--- src/rtl/memory_access.sv ---
//------------------------------------------------------------------------------
// memory_access : RV32I memory-access stage with a simple req/ready data bus.
// Revision 1.0
//------------------------------------------------------------------------------
`default_nettype none

module memory_access (
  input  logic        i_clk,
  input  logic        i_rst,
  input  logic        i_ex_valid,
  input  logic        i_ex_mem_read,
  input  logic        i_ex_mem_write,
  input  logic [2:0]  i_ex_funct3,
  input  logic [31:0] i_ex_result,
  input  logic [31:0] i_ex_write_data,
  input  logic        i_ex_mem_to_reg,
  input  logic        i_ex_rw_sel,
  input  logic        i_ex_reg_write,
  input  logic [4:0]  i_ex_rd,
  input  logic [31:0] i_ex_pc_plus_4,
  output logic        o_ma_stall,
  output logic        o_dmem_req,
  output logic        o_dmem_we,
  output logic [31:0] o_dmem_addr,
  output logic [3:0]  o_dmem_be,
  output logic [31:0] o_dmem_wdata,
  input  logic        i_dmem_ready,
  input  logic [31:0] i_dmem_rdata,
  output logic        o_ma_valid,
  output logic        o_ma_reg_write,
  output logic        o_ma_mem_to_reg,
  output logic        o_ma_rw_sel,
  output logic        o_ma_misaligned,
  output logic [4:0]  o_ma_rd,
  output logic [31:0] o_ma_pc_plus_4,
  output logic [31:0] o_ma_read_data,
  output logic [31:0] o_ma_result
);

  typedef enum logic [0:0] {IDLE = 1'b0, ACCESS = 1'b1} state_t;

  state_t      state_q, state_d;
  logic        dmem_req_q, dmem_req_d;
  logic        dmem_we_q, dmem_we_d;
  logic [31:0] dmem_addr_q, dmem_addr_d;
  logic [3:0]  dmem_be_q, dmem_be_d;
  logic [31:0] dmem_wdata_q, dmem_wdata_d;
  logic [2:0]  pend_funct3_q, pend_funct3_d;
  logic [31:0] pend_result_q, pend_result_d;
  logic [31:0] pend_pc_q, pend_pc_d;
  logic [4:0]  pend_rd_q, pend_rd_d;
  logic        pend_reg_write_q, pend_reg_write_d;
  logic        pend_mem_to_reg_q, pend_mem_to_reg_d;
  logic        pend_rw_sel_q, pend_rw_sel_d;
  logic        ma_valid_q, ma_valid_d;
  logic        ma_reg_write_q, ma_reg_write_d;
  logic        ma_mem_to_reg_q, ma_mem_to_reg_d;
  logic        ma_rw_sel_q, ma_rw_sel_d;
  logic        ma_misaligned_q, ma_misaligned_d;
  logic [4:0]  ma_rd_q, ma_rd_d;
  logic [31:0] ma_pc_q, ma_pc_d;
  logic [31:0] ma_read_data_q, ma_read_data_d;
  logic [31:0] ma_result_q, ma_result_d;

  logic        mem_op, illegal, misaligned, bad;
  logic [3:0]  st_be;
  logic [31:0] st_wdata;
  logic [31:0] ld_shift, ld_data;

  // Classify the incoming request; bad accesses bypass the bus entirely.
  always_comb begin
    mem_op     = i_ex_mem_read | i_ex_mem_write;
    illegal    = (i_ex_mem_read & i_ex_mem_write) |
                 (mem_op & ((i_ex_funct3 == 3'b011) | (i_ex_funct3[2:1] == 2'b11))) |
                 (i_ex_mem_write & i_ex_funct3[2]);
    misaligned = mem_op & (((i_ex_funct3[1:0] == 2'b01) & i_ex_result[0]) |
                           ((i_ex_funct3[1:0] == 2'b10) & (i_ex_result[1:0] != 2'b00)));
    bad        = illegal | misaligned;

    st_be    = 4'b1111;
    st_wdata = i_ex_write_data;
    case (i_ex_funct3[1:0])
      2'b00: begin
        st_be    = 4'b0001 << i_ex_result[1:0];
        st_wdata = {4{i_ex_write_data[7:0]}};
      end
      2'b01: begin
        st_be    = i_ex_result[1] ? 4'b1100 : 4'b0011;
        st_wdata = {2{i_ex_write_data[15:0]}};
      end
      default: ;
    endcase
  end

  always_comb begin
    ld_shift = i_dmem_rdata >> {pend_result_q[1:0], 3'b000};
    case (pend_funct3_q)
      3'b000:  ld_data = {{24{ld_shift[7]}}, ld_shift[7:0]};
      3'b100:  ld_data = {24'h0, ld_shift[7:0]};
      3'b001:  ld_data = {{16{ld_shift[15]}}, ld_shift[15:0]};
      3'b101:  ld_data = {16'h0, ld_shift[15:0]};
      default: ld_data = i_dmem_rdata;
    endcase
  end

  always_comb begin
    state_d           = state_q;
    dmem_req_d        = dmem_req_q;
    dmem_we_d         = dmem_we_q;
    dmem_addr_d       = dmem_addr_q;
    dmem_be_d         = dmem_be_q;
    dmem_wdata_d      = dmem_wdata_q;
    pend_funct3_d     = pend_funct3_q;
    pend_result_d     = pend_result_q;
    pend_pc_d         = pend_pc_q;
    pend_rd_d         = pend_rd_q;
    pend_reg_write_d  = pend_reg_write_q;
    pend_mem_to_reg_d = pend_mem_to_reg_q;
    pend_rw_sel_d     = pend_rw_sel_q;
    ma_valid_d        = 1'b0;
    ma_reg_write_d    = 1'b0;
    ma_mem_to_reg_d   = ma_mem_to_reg_q;
    ma_rw_sel_d       = ma_rw_sel_q;
    ma_misaligned_d   = 1'b0;
    ma_rd_d           = ma_rd_q;
    ma_pc_d           = ma_pc_q;
    ma_read_data_d    = ma_read_data_q;
    ma_result_d       = ma_result_q;

    case (state_q)
      IDLE: begin
        if (i_ex_valid && mem_op && !bad) begin
          state_d           = ACCESS;
          dmem_req_d        = 1'b1;
          dmem_we_d         = i_ex_mem_write;
          dmem_addr_d       = {i_ex_result[31:2], 2'b00};
          dmem_be_d         = st_be;
          dmem_wdata_d      = st_wdata;
          pend_funct3_d     = i_ex_funct3;
          pend_result_d     = i_ex_result;
          pend_pc_d         = i_ex_pc_plus_4;
          pend_rd_d         = i_ex_rd;
          pend_reg_write_d  = i_ex_reg_write & ~i_ex_mem_write;
          pend_mem_to_reg_d = i_ex_mem_to_reg;
          pend_rw_sel_d     = i_ex_rw_sel;
        end else if (i_ex_valid) begin
          ma_valid_d      = 1'b1;
          ma_reg_write_d  = i_ex_reg_write & ~bad & ~i_ex_mem_write;
          ma_misaligned_d = bad;
          ma_mem_to_reg_d = i_ex_mem_to_reg;
          ma_rw_sel_d     = i_ex_rw_sel;
          ma_rd_d         = i_ex_rd;
          ma_pc_d         = i_ex_pc_plus_4;
          ma_read_data_d  = 32'h0;
          ma_result_d     = i_ex_result;
        end
      end
      ACCESS: begin
        if (i_dmem_ready) begin
          state_d         = IDLE;
          dmem_req_d      = 1'b0;
          dmem_we_d       = 1'b0;
          dmem_be_d       = 4'b0000;
          ma_valid_d      = 1'b1;
          ma_reg_write_d  = pend_reg_write_q;
          ma_mem_to_reg_d = pend_mem_to_reg_q;
          ma_rw_sel_d     = pend_rw_sel_q;
          ma_rd_d         = pend_rd_q;
          ma_pc_d         = pend_pc_q;
          ma_read_data_d  = dmem_we_q ? 32'h0 : ld_data;
          ma_result_d     = pend_result_q;
        end
      end
      default: state_d = IDLE;
    endcase
  end

  always_ff @(posedge i_clk) begin
    if (i_rst) begin
      state_q           <= IDLE;
      dmem_req_q        <= 1'b0;
      dmem_we_q         <= 1'b0;
      dmem_addr_q       <= 32'h0;
      dmem_be_q         <= 4'b0000;
      dmem_wdata_q      <= 32'h0;
      pend_funct3_q     <= 3'b000;
      pend_result_q     <= 32'h0;
      pend_pc_q         <= 32'h0;
      pend_rd_q         <= 5'd0;
      pend_reg_write_q  <= 1'b0;
      pend_mem_to_reg_q <= 1'b0;
      pend_rw_sel_q     <= 1'b0;
      ma_valid_q        <= 1'b0;
      ma_reg_write_q    <= 1'b0;
      ma_mem_to_reg_q   <= 1'b0;
      ma_rw_sel_q       <= 1'b0;
      ma_misaligned_q   <= 1'b0;
      ma_rd_q           <= 5'd0;
      ma_pc_q           <= 32'h0;
      ma_read_data_q    <= 32'h0;
      ma_result_q       <= 32'h0;
    end else begin
      state_q           <= state_d;
      dmem_req_q        <= dmem_req_d;
      dmem_we_q         <= dmem_we_d;
      dmem_addr_q       <= dmem_addr_d;
      dmem_be_q         <= dmem_be_d;
      dmem_wdata_q      <= dmem_wdata_d;
      pend_funct3_q     <= pend_funct3_d;
      pend_result_q     <= pend_result_d;
      pend_pc_q         <= pend_pc_d;
      pend_rd_q         <= pend_rd_d;
      pend_reg_write_q  <= pend_reg_write_d;
      pend_mem_to_reg_q <= pend_mem_to_reg_d;
      pend_rw_sel_q     <= pend_rw_sel_d;
      ma_valid_q        <= ma_valid_d;
      ma_reg_write_q    <= ma_reg_write_d;
      ma_mem_to_reg_q   <= ma_mem_to_reg_d;
      ma_rw_sel_q       <= ma_rw_sel_d;
      ma_misaligned_q   <= ma_misaligned_d;
      ma_rd_q           <= ma_rd_d;
      ma_pc_q           <= ma_pc_d;
      ma_read_data_q    <= ma_read_data_d;
      ma_result_q       <= ma_result_d;
    end
  end

  assign o_ma_stall      = (state_q == ACCESS);
  assign o_dmem_req      = dmem_req_q;
  assign o_dmem_we       = dmem_we_q;
  assign o_dmem_addr     = dmem_addr_q;
  assign o_dmem_be       = dmem_be_q;
  assign o_dmem_wdata    = dmem_wdata_q;
  assign o_ma_valid      = ma_valid_q;
  assign o_ma_reg_write  = ma_reg_write_q;
  assign o_ma_mem_to_reg = ma_mem_to_reg_q;
  assign o_ma_rw_sel     = ma_rw_sel_q;
  assign o_ma_misaligned = ma_misaligned_q;
  assign o_ma_rd         = ma_rd_q;
  assign o_ma_pc_plus_4  = ma_pc_q;
  assign o_ma_read_data  = ma_read_data_q;
  assign o_ma_result     = ma_result_q;

endmodule

`default_nettype wire

--- config.mk ---
export PLATFORM = sky130hd
export DESIGN_NAME = memory_access
export DESIGN_NICKNAME = d
export VERILOG_FILES = /design/src/rtl/memory_access.sv
export SDC_FILE = /design/constraint.sdc
export NUM_CORES = 1
export LEC_CHECK = 0
export BUFFER_PORTS_ARGS = -buffer_cell sky130_fd_sc_hd__buf_4
export CORE_UTILIZATION = 35
export DETAILED_ROUTE_END_ITERATION = 16
export PLACE_DENSITY = 0.67
export SYNTH_ARGS = -nofsm -noshare
export SYNTH_HDL_FRONTEND = slang
export SYNTH_SLANG_ARGS = --single-unit
--- constraint.sdc ---
create_clock -name i_clk -period 4.5 [get_ports i_clk]
set_input_delay 0.9 -clock i_clk [delete_from_list [all_inputs] [get_ports i_clk]]
set_output_delay 0.9 -clock i_clk [all_outputs]
set_load 0.01 [all_outputs]
==> flow_summary.ini <==
[grt]
gr-total-overflow = 0
grt_pass1_wl_um = 46400
grt_max_degree = 129
grt_antenna_before_repair = 1
track_usage = 0.201
grt_pass1_vias = 8546

[place]
io_buffer_count = 319
routabilityCongestion = 0.820
hpwl_um = 19000
dpl_cell_area_um2 = 11900

[run_status]
run_status = finished, final reports clean

[synthesis]
syn_inst = 1091
dominantRegCellSynth = dfxtp_1
synth_edf_count = 0
synth_area_um2 = 9690
syn_area_per_cell_um2 = 8.88
yosysUniqueCellTypes = 42
yosysWarningCount = 0
yosysSeqAreaShare = 0.454
async_reset_ff_frac = 0
synth_seq_cells = 220

[critical_path]
crit_type = input port to flip-flop
reg2reg_depth = 5
crit_required_ns = 4.85
r2r_end = o_ma_read_data[24]
critPathLaunchType = input port
critPathLaunch = i_ex_funct3[1]
critPathMaxFanout = 72
end_kind = flip-flop
arrival_ns = 3.14
r2r_slack_ns = 1.81
r2r_start = pend_result_q[0]

[layout]
nNetsFinal = 1461
syn_to_final_growth_pct = 32.1
nFillCells = 2646
stdcell_area_um2 = 12800
drive_gt1_frac = 0.293

[floorplan]
fp.dieArea_um2 = 28400
ios = 322
die_x_um = 168
die_h_um = 168
num_rows = 60
design.core.area_um2 = 27000
start_util = 0.359

[run]
maxCapViolCount = 0

[drt]
totalWireLength_um = 29600
ant_nets = 0
first_iter_violations = 715
drt-vias-per-instance = 5.31
detail_route.wl_per_cell_um = 17.6
vias = 8904
drc = 0
dr.pass1.iters = 5

[clocking]
cts_tree = done
cts_setup_buffers = 0
cts_resized = 0
cts.clk_slew.worst_paths_ns = 0.06
clock-sinks = 220
numCtsBuffers = 26
clock_path_buffers = 3
clockRootBuffer = clkbuf_16
hold_buffers = 0
clkLatencyLatePin_ns = 0.52
cts_max_level = 1

[timing]
fin_skew_ns = 0.00906
fin_tns_setup_ns = 0
fin_crit_ns = 2.79
finalHoldViolCount = 0
worst_pin_slew_ns = 1.02
grt_setup_unrepaired = no
finalCritPeriodShare = 0.621
finalSetupViolCount = 0
slew_viol_final = 0
maxSlewHeadroom = 0.322
fmax_mhz = 358

[min_path]
worstHoldPathCells = 2
hold_path.class = flip-flop to flip-flop
min_from = pend_mem_to_reg_q
hold_end = pend_mem_to_reg_q

[pwr]
leakagePower_nw = 5.03
power_mw = 5.07
power.density_nw_per_um2 = 396
ir_drop_uv = 270
## area by class of cell
cell class	instances	area [µm²]	share of cell area
Antenna cell	1	2.50	0.000195
Clock buffer	39	751	0.0586
Clock inverter	9	120	0.00938
Inverter	2	7.51	0.000586
Multi-Input combinational cell	733	4570	0.357
Sequential cell	220	4410	0.344
Tap cell	341	427	0.0333
Timing Repair Buffer	333	2520	0.196
## power by group
group / switching [mW] / internal, mW
clock network: 0.824 / 1.32
logic: 0.422 / 0.361
registers: 0.0754 / 2.07
total: 1.32 / 3.75
## per-stage QoR
| stage | utilization | cells | hold WS (ns) | setup slack, ns |
|---|---|---|---|---|
| finish | 0.474 | 1678 | 0.453 | 1.71 |
| global route | 0.474 | 1677 | 0.475 | 1.51 |
| global placement | 0.442 | 1629 | 0.441 | 1.32 |
| floorplan | - | 1092 | 0.436 | 2.15 |
| CTS | 0.474 | 1677 | 0.456 | 1.77 |
| detailed placement | 0.442 | 1629 | 0.447 | 1.25 |
## cell usage in the layout (no fill, tap or decap), types with 3 or more instances in the layout
cell	count
clkbuf_1	9
o21ai_0	37
clkbuf_16	27
dfxtp_1	219
a221o_1	23
clkinv_2	6
nand3_1	7
a22o_1	3
nor2b_1	8
nand2_1	205
nor2_1	46
a21oi_1	111
mux2i_1	96
bufinv_16	3
clkbuf_8	3
o2bb2ai_1	8
a211oi_1	142
buf_4	331
nand2b_1	4
a311oi_1	8
a211oi_2	8
## synthesized netlist by cell type, drive strengths merged (2+ instances only)
cell	number	area share
dfxtp	220	0.45
nand2	205	0.079
a211oi	151	0.12
a21oi	111	0.057
mux2i	96	0.099
buf	74	0.052
clkbuf	63	0.025
nor2	46	0.018
o21ai	40	0.021
a221o	23	0.024
nor2b	9	0.0058
a311oi	8	0.0072
o2bb2ai	8	0.0072
nand3	7	0.0036
nand2b	4	0.0026
a22o	3	0.0027
a21o	2	0.0015
inv	2	0.00077
mux2	2	0.0023
or3	2	0.0018
## layer usage
metal / track usage / vias up / wire length [µm]
met5: 0 / - / 0
met4: 0.0731 / 0 / 1030
met3: 0.0515 / 63 / 2080
met2: 0.318 / 274 / 13300
met1: 0.262 / 4217 / 13200
li1: - / 4350 / -
## worst max path at each step
stage                               endpoint  slack, ns  depth (start not counted)
after floorplan             o_dmem_wdata[26]       2.15                          9
after global placement    o_ma_pc_plus_4[14]       1.32                          7
after detailed placement   o_ma_pc_plus_4[9]       1.25                          7
after CTS                 o_ma_read_data[20]       1.77                          5
after global routing       o_ma_pc_plus_4[9]       1.51                          7
final                      o_ma_pc_plus_4[9]       1.71                          7
## cell families (layout without fill, tap and decap cells)
group / Yosys count / in the layout / synth area share
simple gates: 278 / 278 / 0.115
compound gates: 353 / 353 / 0.250
other cells: 1 / 3 / 0.000387
mux: 98 / 98 / 0.101
flops: 220 / 220 / 0.454
buf+inv: 139 / 383 / 0.0778
xor+xnor: 2 / 2 / 0.00181
## critical path, cell delays in order
cell and delay (ns):
buf_4 0.38, nor2_1 0.10, a21oi_1 0.43, a21oi_1 0.21, o21ai_4 0.14, buf_4 0.64, a211oi_1 0.22
Note: power is estimated with default switching activity, not from simulation.
